## src/rtl/caparray_s2_pkg.sv

```systemverilog
// Shared constants for the stage-2 cap-array controller: field widths,
// config addresses and the ramp FSM state encoding.
package caparray_s2_pkg;

  localparam int unsigned SHUNT_W       = 11;
  localparam int unsigned SHUNT_GY_W    = 5;
  localparam int unsigned SERIES_GY_W   = 8;
  localparam int unsigned SERIES_GYGY_W = 8;

  localparam logic [1:0] ADDR_SHUNT       = 2'd0;
  localparam logic [1:0] ADDR_SHUNT_GY    = 2'd1;
  localparam logic [1:0] ADDR_SERIES_GY   = 2'd2;
  localparam logic [1:0] ADDR_SERIES_GYGY = 2'd3;

  typedef enum logic [1:0] {
    ST_IDLE   = 2'd0,
    ST_RAMP   = 2'd1,
    ST_FINISH = 2'd2
  } state_t;

endpackage

```

## src/rtl/caparray_ramp_step.sv

```systemverilog
// One tune field: on each step, moves the live code one LSB toward the
// target (or loads it outright when jump is set). Never overshoots or wraps.
module caparray_ramp_step #(
  parameter int unsigned W = 8
) (
  input  logic         clk,
  input  logic         rst,
  input  logic         step,
  input  logic         jump,
  input  logic [W-1:0] target,
  output logic [W-1:0] live,
  output logic         eq
);

  always_ff @(posedge clk) begin
    if (rst) begin
      live <= '0;
    end else if (step) begin
      if (jump)
        live <= target;
      else if (live < target)
        live <= live + W'(1);
      else if (live > target)
        live <= live - W'(1);
    end
  end

  assign eq = (live == target);

endmodule

```

## src/rtl/caparray_s2_ctrl.sv

```systemverilog
// Stage-2 cap-array control: shadow registers behind a valid/ready config
// port, and a commit-triggered slew-limited ramp of the four live tune words.
module caparray_s2_ctrl
  import caparray_s2_pkg::*;
#(
  parameter int unsigned STEP_DIV = 16,
  parameter bit          RAMP_EN  = 1'b1
) (
  input  logic        wb_clk_i,
  input  logic        wb_rst_i,
  input  logic        cfg_valid,
  output logic        cfg_ready,
  input  logic [1:0]  cfg_addr,
  input  logic [10:0] cfg_data,
  input  logic        commit,
  output logic        busy,
  output logic        done,
  output logic [10:0] tune_shunt,
  output logic [4:0]  tune_shunt_gy,
  output logic [7:0]  tune_series_gy,
  output logic [7:0]  tune_series_gygy
);

  localparam logic [15:0] DIV_LAST = 16'(STEP_DIV - 1);

  state_t      state;
  logic [15:0] div;

  logic [SHUNT_W-1:0]       sh_shunt,       sh_shunt_nxt,       tgt_shunt;
  logic [SHUNT_GY_W-1:0]    sh_shunt_gy,    sh_shunt_gy_nxt,    tgt_shunt_gy;
  logic [SERIES_GY_W-1:0]   sh_series_gy,   sh_series_gy_nxt,   tgt_series_gy;
  logic [SERIES_GYGY_W-1:0] sh_series_gygy, sh_series_gygy_nxt, tgt_series_gygy;

  logic wr, step, jump, all_eq;
  logic eq_shunt, eq_shunt_gy, eq_series_gy, eq_series_gygy;

  assign cfg_ready = (state == ST_IDLE);
  assign busy      = (state != ST_IDLE);
  assign done      = (state == ST_FINISH);
  assign wr        = cfg_valid & cfg_ready;
  assign step      = (state == ST_RAMP) && (div == DIV_LAST);
  assign jump      = ~RAMP_EN;
  assign all_eq    = eq_shunt & eq_shunt_gy & eq_series_gy & eq_series_gygy;

  // Forwarded shadow values so a write in the commit cycle lands in the target.
  always_comb begin
    sh_shunt_nxt       = sh_shunt;
    sh_shunt_gy_nxt    = sh_shunt_gy;
    sh_series_gy_nxt   = sh_series_gy;
    sh_series_gygy_nxt = sh_series_gygy;
    if (wr) begin
      case (cfg_addr)
        ADDR_SHUNT:       sh_shunt_nxt       = cfg_data[SHUNT_W-1:0];
        ADDR_SHUNT_GY:    sh_shunt_gy_nxt    = cfg_data[SHUNT_GY_W-1:0];
        ADDR_SERIES_GY:   sh_series_gy_nxt   = cfg_data[SERIES_GY_W-1:0];
        ADDR_SERIES_GYGY: sh_series_gygy_nxt = cfg_data[SERIES_GYGY_W-1:0];
        default: ;
      endcase
    end
  end

  always_ff @(posedge wb_clk_i) begin
    if (wb_rst_i) begin
      state           <= ST_IDLE;
      div             <= '0;
      sh_shunt        <= '0;
      sh_shunt_gy     <= '0;
      sh_series_gy    <= '0;
      sh_series_gygy  <= '0;
      tgt_shunt       <= '0;
      tgt_shunt_gy    <= '0;
      tgt_series_gy   <= '0;
      tgt_series_gygy <= '0;
    end else begin
      sh_shunt       <= sh_shunt_nxt;
      sh_shunt_gy    <= sh_shunt_gy_nxt;
      sh_series_gy   <= sh_series_gy_nxt;
      sh_series_gygy <= sh_series_gygy_nxt;
      case (state)
        ST_IDLE: begin
          if (commit) begin
            tgt_shunt       <= sh_shunt_nxt;
            tgt_shunt_gy    <= sh_shunt_gy_nxt;
            tgt_series_gy   <= sh_series_gy_nxt;
            tgt_series_gygy <= sh_series_gygy_nxt;
            div             <= '0;
            state           <= ST_RAMP;
          end
        end
        ST_RAMP: begin
          if (all_eq)
            state <= ST_FINISH;
          else
            div <= (div == DIV_LAST) ? '0 : div + 16'd1;
        end
        ST_FINISH: state <= ST_IDLE;
        default:   state <= ST_IDLE;
      endcase
    end
  end

  caparray_ramp_step #(.W(SHUNT_W)) u_shunt (
    .clk(wb_clk_i), .rst(wb_rst_i), .step(step), .jump(jump),
    .target(tgt_shunt), .live(tune_shunt), .eq(eq_shunt)
  );

  caparray_ramp_step #(.W(SHUNT_GY_W)) u_shunt_gy (
    .clk(wb_clk_i), .rst(wb_rst_i), .step(step), .jump(jump),
    .target(tgt_shunt_gy), .live(tune_shunt_gy), .eq(eq_shunt_gy)
  );

  caparray_ramp_step #(.W(SERIES_GY_W)) u_series_gy (
    .clk(wb_clk_i), .rst(wb_rst_i), .step(step), .jump(jump),
    .target(tgt_series_gy), .live(tune_series_gy), .eq(eq_series_gy)
  );

  caparray_ramp_step #(.W(SERIES_GYGY_W)) u_series_gygy (
    .clk(wb_clk_i), .rst(wb_rst_i), .step(step), .jump(jump),
    .target(tgt_series_gygy), .live(tune_series_gygy), .eq(eq_series_gygy)
  );

endmodule

```

## config.mk

```make
export PLATFORM = sky130hd
export DESIGN_NAME = caparray_s2_ctrl
export DESIGN_NICKNAME = d
export VERILOG_FILES = /design/src/rtl/caparray_s2_pkg.sv /design/src/rtl/caparray_ramp_step.sv /design/src/rtl/caparray_s2_ctrl.sv
export SDC_FILE = /design/constraint.sdc
export NUM_CORES = 1
export LEC_CHECK = 0
export BUFFER_PORTS_ARGS = -buffer_cell sky130_fd_sc_hd__clkbuf_2
export CORE_MARGIN = 5
export CORE_UTILIZATION = 55
export CTS_CLUSTER_DIAMETER = 200
export DETAILED_ROUTE_END_ITERATION = 8
export GPL_ROUTABILITY_DRIVEN = 0
export GPL_TIMING_DRIVEN = 0
export PLACE_DENSITY = 0.77
export SLEW_MARGIN = 10
export SYNTH_ARGS = -nofsm -noshare
export SYNTH_HDL_FRONTEND = slang
export SYNTH_HIERARCHICAL = 1
export SYNTH_SLANG_ARGS = --single-unit
```

## constraint.sdc

```tcl
create_clock -name wb_clk_i -period 3.2 [get_ports wb_clk_i]
set_input_delay 0.48 -clock wb_clk_i [delete_from_list [all_inputs] [get_ports wb_clk_i]]
set_output_delay 0.48 -clock wb_clk_i [all_outputs]
set_load 0.05 [all_outputs]
```

==> impl_metrics.ini <==
[timing]
holdWs_ps = 347.5
fin_crit_sh_pct = 103.6
drv_slew = 0
fmax_mhz = 301.7
setup_tns_ps = -114.4
slew_headroom_pct = 55.15
hold_viol = 0
fin_crit_ps = 3314
timing.final.ws_setup_ps = -114.4
tightest_slew_ps = 670.7
clock_skew_ps = 8.352
rsz0062_at_grt = yes
setup_violations = 1

[floorplan]
start_util_pct = 56.06
die_area_sq_um = 14500
die_h_um = 120.4
rows = 40
die_w_um = 120.4
core_sq_um = 11960
ios = 52

[worst_setup_path]
ff2ff_path_depth = 16
worst_path_max_delay_cell = or3_4
required_ps = 3470
cp-endpoint = u_shunt/live[10]$_SDFFE_PP0P_
crit_fanout = 5
r2r_start = tgt_shunt[2]$_SDFFE_PP0P_
reg2reg_setup_slack_ps = -110
critPathTopFamily = compound AO/OA/AOI/OAI gates
cp-start-kind = flip-flop
critPathBufInv = 3
cp-end-kind = flip-flop
crit_arrival_ps = 3580
regToRegEndpoint = u_shunt/live[10]$_SDFFE_PP0P_
critical_path_depth = 16
cp_cell_sequence = inv_2 > ha_4 > nor2b_1 > a221oi_2 > o21ai_2 > a21oi_4 > inv_4 > buf_12 > ha_4 > o21a_1 > o31a_1 > o31a_1 > or3_4 > and4b_1 > a211oi_2 > a211oi_2
worstSetupPathType = flip-flop to flip-flop
crit_start = tgt_shunt[2]$_SDFFE_PP0P_
cpPeakStageDelay_ps = 370

[placed_design]
port_buffers = 51
numPlacedInstances = 976
place_hpwl_um = 12320
placed_area_sq_um = 7283
pre_cts_ws_ps = -382.9

[min_path]
hold_class = primary input to flip-flop
hold_depth = 3

[outcome]
violations = setup timing
status = complete, but fails checks

[yosys]
synth_cell_type_count = 63
synthAdderAreaFrac_pct = 12.20
synth_top_family_by_area = compound AO/OA/AOI/OAI gates
synth-xor-area-share_pct = 2.351
synthMuxAreaShare_pct = 6.568
synth-seq-area-share_pct = 34.04
syn_area_per_cell_sq_um = 8.753
synth-simple-area-share_pct = 17.30
syn_inst = 766
synthArstFlopShare_pct = 0
ys_warn_count = 6
synth_seq_cells = 114
synth-compound-area-share_pct = 22.24
syn_area_sq_um = 6705
ys.flop_type = dfxtp_1
synth-edff-count = 0

[global_routing]
top_usage_layer = met2
grt_pass1_wl_um = 28690
grt_max_degree = 18
gr-usage-met3_pct = 5.659
grtUsageMet2_pct = 39.99
grt_overflow_total = 0
grt_usage_pct = 24.14
use_met1_pct = 30.33
antenna_found_initial = 0
grt_pass1_vias = 6057

[power_and_ir_drop]
vdd_ir_drop_max_uv = 353.3
pwr-share-clk_pct = 45.4
netSwitchingFraction_pct = 26.85
p_int_mw = 2.860
total_power_mw = 3.910
power_density_nw_per_um2 = 473.4
combPwrFrac_pct = 16.4
seqPwrFrac_pct = 38.2
power_leakage_nw = 3.403
power_switching_mw = 1.050

[drt]
drc = 0
dr.pass1.iters = 6
vias_per_cell = 5.956
first_iter_violations = 438
routed_wl_um = 17620
ant_nets = 0
via_count = 6123
post_drt_wl_per_cell_um = 17.14

[layout]
syn2layout_area_growth_pct = 23.19
fillerInstances = 908
final_nets = 948
diodes = 0
fin_cells = 1028
drive_above_1_share_pct = 23.84
fin_util_pct = 69.06
fin_area_sq_um = 8260

[clock_tree]
clk_latency_ps = 410
path_clk_slew_ps = 50
clkSinkCount = 114
clk_path_buf_depth = 2
numCtsBuffers = 17
h-tree-depth = 4
cts-root-buf = clkbuf_16
hold_buffers = 0
cts_tree = built

[run]
drv_cap = 0
logic make-up (layout without fill, tap and decap cells):
group,after synthesis,in the layout
AO/OA/AOI/OAI,203,203
XOR/XNOR,18,18
adder cells (fa/ha/maj),63,63
buffers and inverters,80,183
flip-flops,114,114
multiplexers,44,44
other,1,13
AND/OR/NAND/NOR,243,243
registers in the layout, indices dropped and copies added (netlist names):
name / count
div: 16
sh_series_gy: 8
sh_series_gygy: 8
sh_shunt: 11
sh_shunt_gy: 5
state: 2
tgt_series_gy: 8
tgt_series_gygy: 8
tgt_shunt: 11
tgt_shunt_gy: 5
u_series_gy/live: 8
u_series_gygy/live: 8
u_shunt/live: 11
u_shunt_gy/live: 5
layout by cell type (no fill, tap or decap), types with 19 or more instances in the layout:
master | Yosys | routed
a211oi_1 | 66 | 61
o21ai_0 | 31 | 25
nand2_1 | 21 | 21
nor3_1 | 24 | 23
buf_4 | 1 | 19
dfxtp_1 | 114 | 82
nor2_1 | 133 | 132
inv_1 | 46 | 42
clkbuf_1 | 18 | 21
ha_1 | 59 | 47
clkbuf_2 | 0 | 51
dfxtp_2 | 0 | 23
mux2i_1 | 44 | 44
a21oi_1 | 38 | 36
cell type report:
class                           instances  area (sq um)  share of cell area, %
Inverter                               46         182.7                  2.211
Clock buffer                           20         436.7                  5.286
Clock inverter                         12         116.4                  1.409
Multi-Input combinational cell        584          4395                  53.21
Tap cell                              147         183.9                  2.227
Timing Repair Buffer                   71         421.7                  5.105
Buffer                                 34         178.9                  2.166
Sequential cell                       114          2345                  28.39
power by group through the flow:
stage	registers, mW	clock network, mW	logic [mW]
final	1.49	1.78	0.642
after global placement	1.52	0	0.494
after floorplan	1.51	0	0.401
after detailed placement	1.52	0	0.523
after CTS	1.49	1.79	0.566
after global routing	1.50	1.86	0.707
worst min path at each step:
stage	from	endpoint
finish	cfg_data[10]	sh_shunt[10]$_SDFF_PP0_
global placement	div[15]$_SDFFE_PP0P_	div[15]$_SDFFE_PP0P_
CTS	cfg_data[10]	sh_shunt[10]$_SDFF_PP0_
detailed placement	div[15]$_SDFFE_PP0P_	div[15]$_SDFFE_PP0P_
floorplan	div[15]$_SDFFE_PP0P_	div[15]$_SDFFE_PP0P_
global route	cfg_data[8]	sh_shunt[8]$_SDFF_PP0_
Yosys cell counts, types with 4 or more instances:
cell / n / area, sq um
fa_1: 4 / 80.08
nor4_1: 5 / 31.28
o21ai_0: 31 / 155.2
a211oi_2: 5 / 62.56
o31a_1: 4 / 35.03
ha_1: 59 / 738.2
xnor2_1: 14 / 122.6
nand4_1: 8 / 50.05
a21oi_1: 38 / 190.2
o31ai_1: 4 / 30.03
dfxtp_1: 114 / 2282
o21a_1: 5 / 37.54
nand3_1: 10 / 50.05
nor2_1: 133 / 499.2
nor2b_1: 4 / 25.02
nor3_1: 24 / 120.1
nand2_1: 21 / 78.83
a21o_1: 14 / 105.1
a211oi_1: 66 / 495.5
clkbuf_1: 18 / 67.56
inv_1: 46 / 172.7
buf_6: 5 / 56.30
o21bai_1: 7 / 52.55
mux2i_1: 44 / 440.4
nand2b_1: 8 / 50.05
buf_2: 8 / 40.04
xor2_1: 4 / 35.03
a31oi_1: 5 / 31.28
repair_timing:
| action | CTS | global route |
|---|---|---|
| gates resized for setup | 21 | 46 |
| buffers inserted | 10 | 10 |
| endpoints found under the setup margin | 19 | 20 |
| pin swaps | 9 | 25 |
layer usage:
metal  vias up  wire [um]
met1      2898       7609
met5         -          0
met3        50       1018
li1       2975          -
met4         0        487
met2       200       8508
worst min-delay path, delay by kind of cell:
kind | cells | cell delay [ps]
AND/OR/NAND/NOR | 1 | 90
multiplexers | 1 | 80
buffers and inverters | 1 | 80
Power figures use the tool's default switching activity.
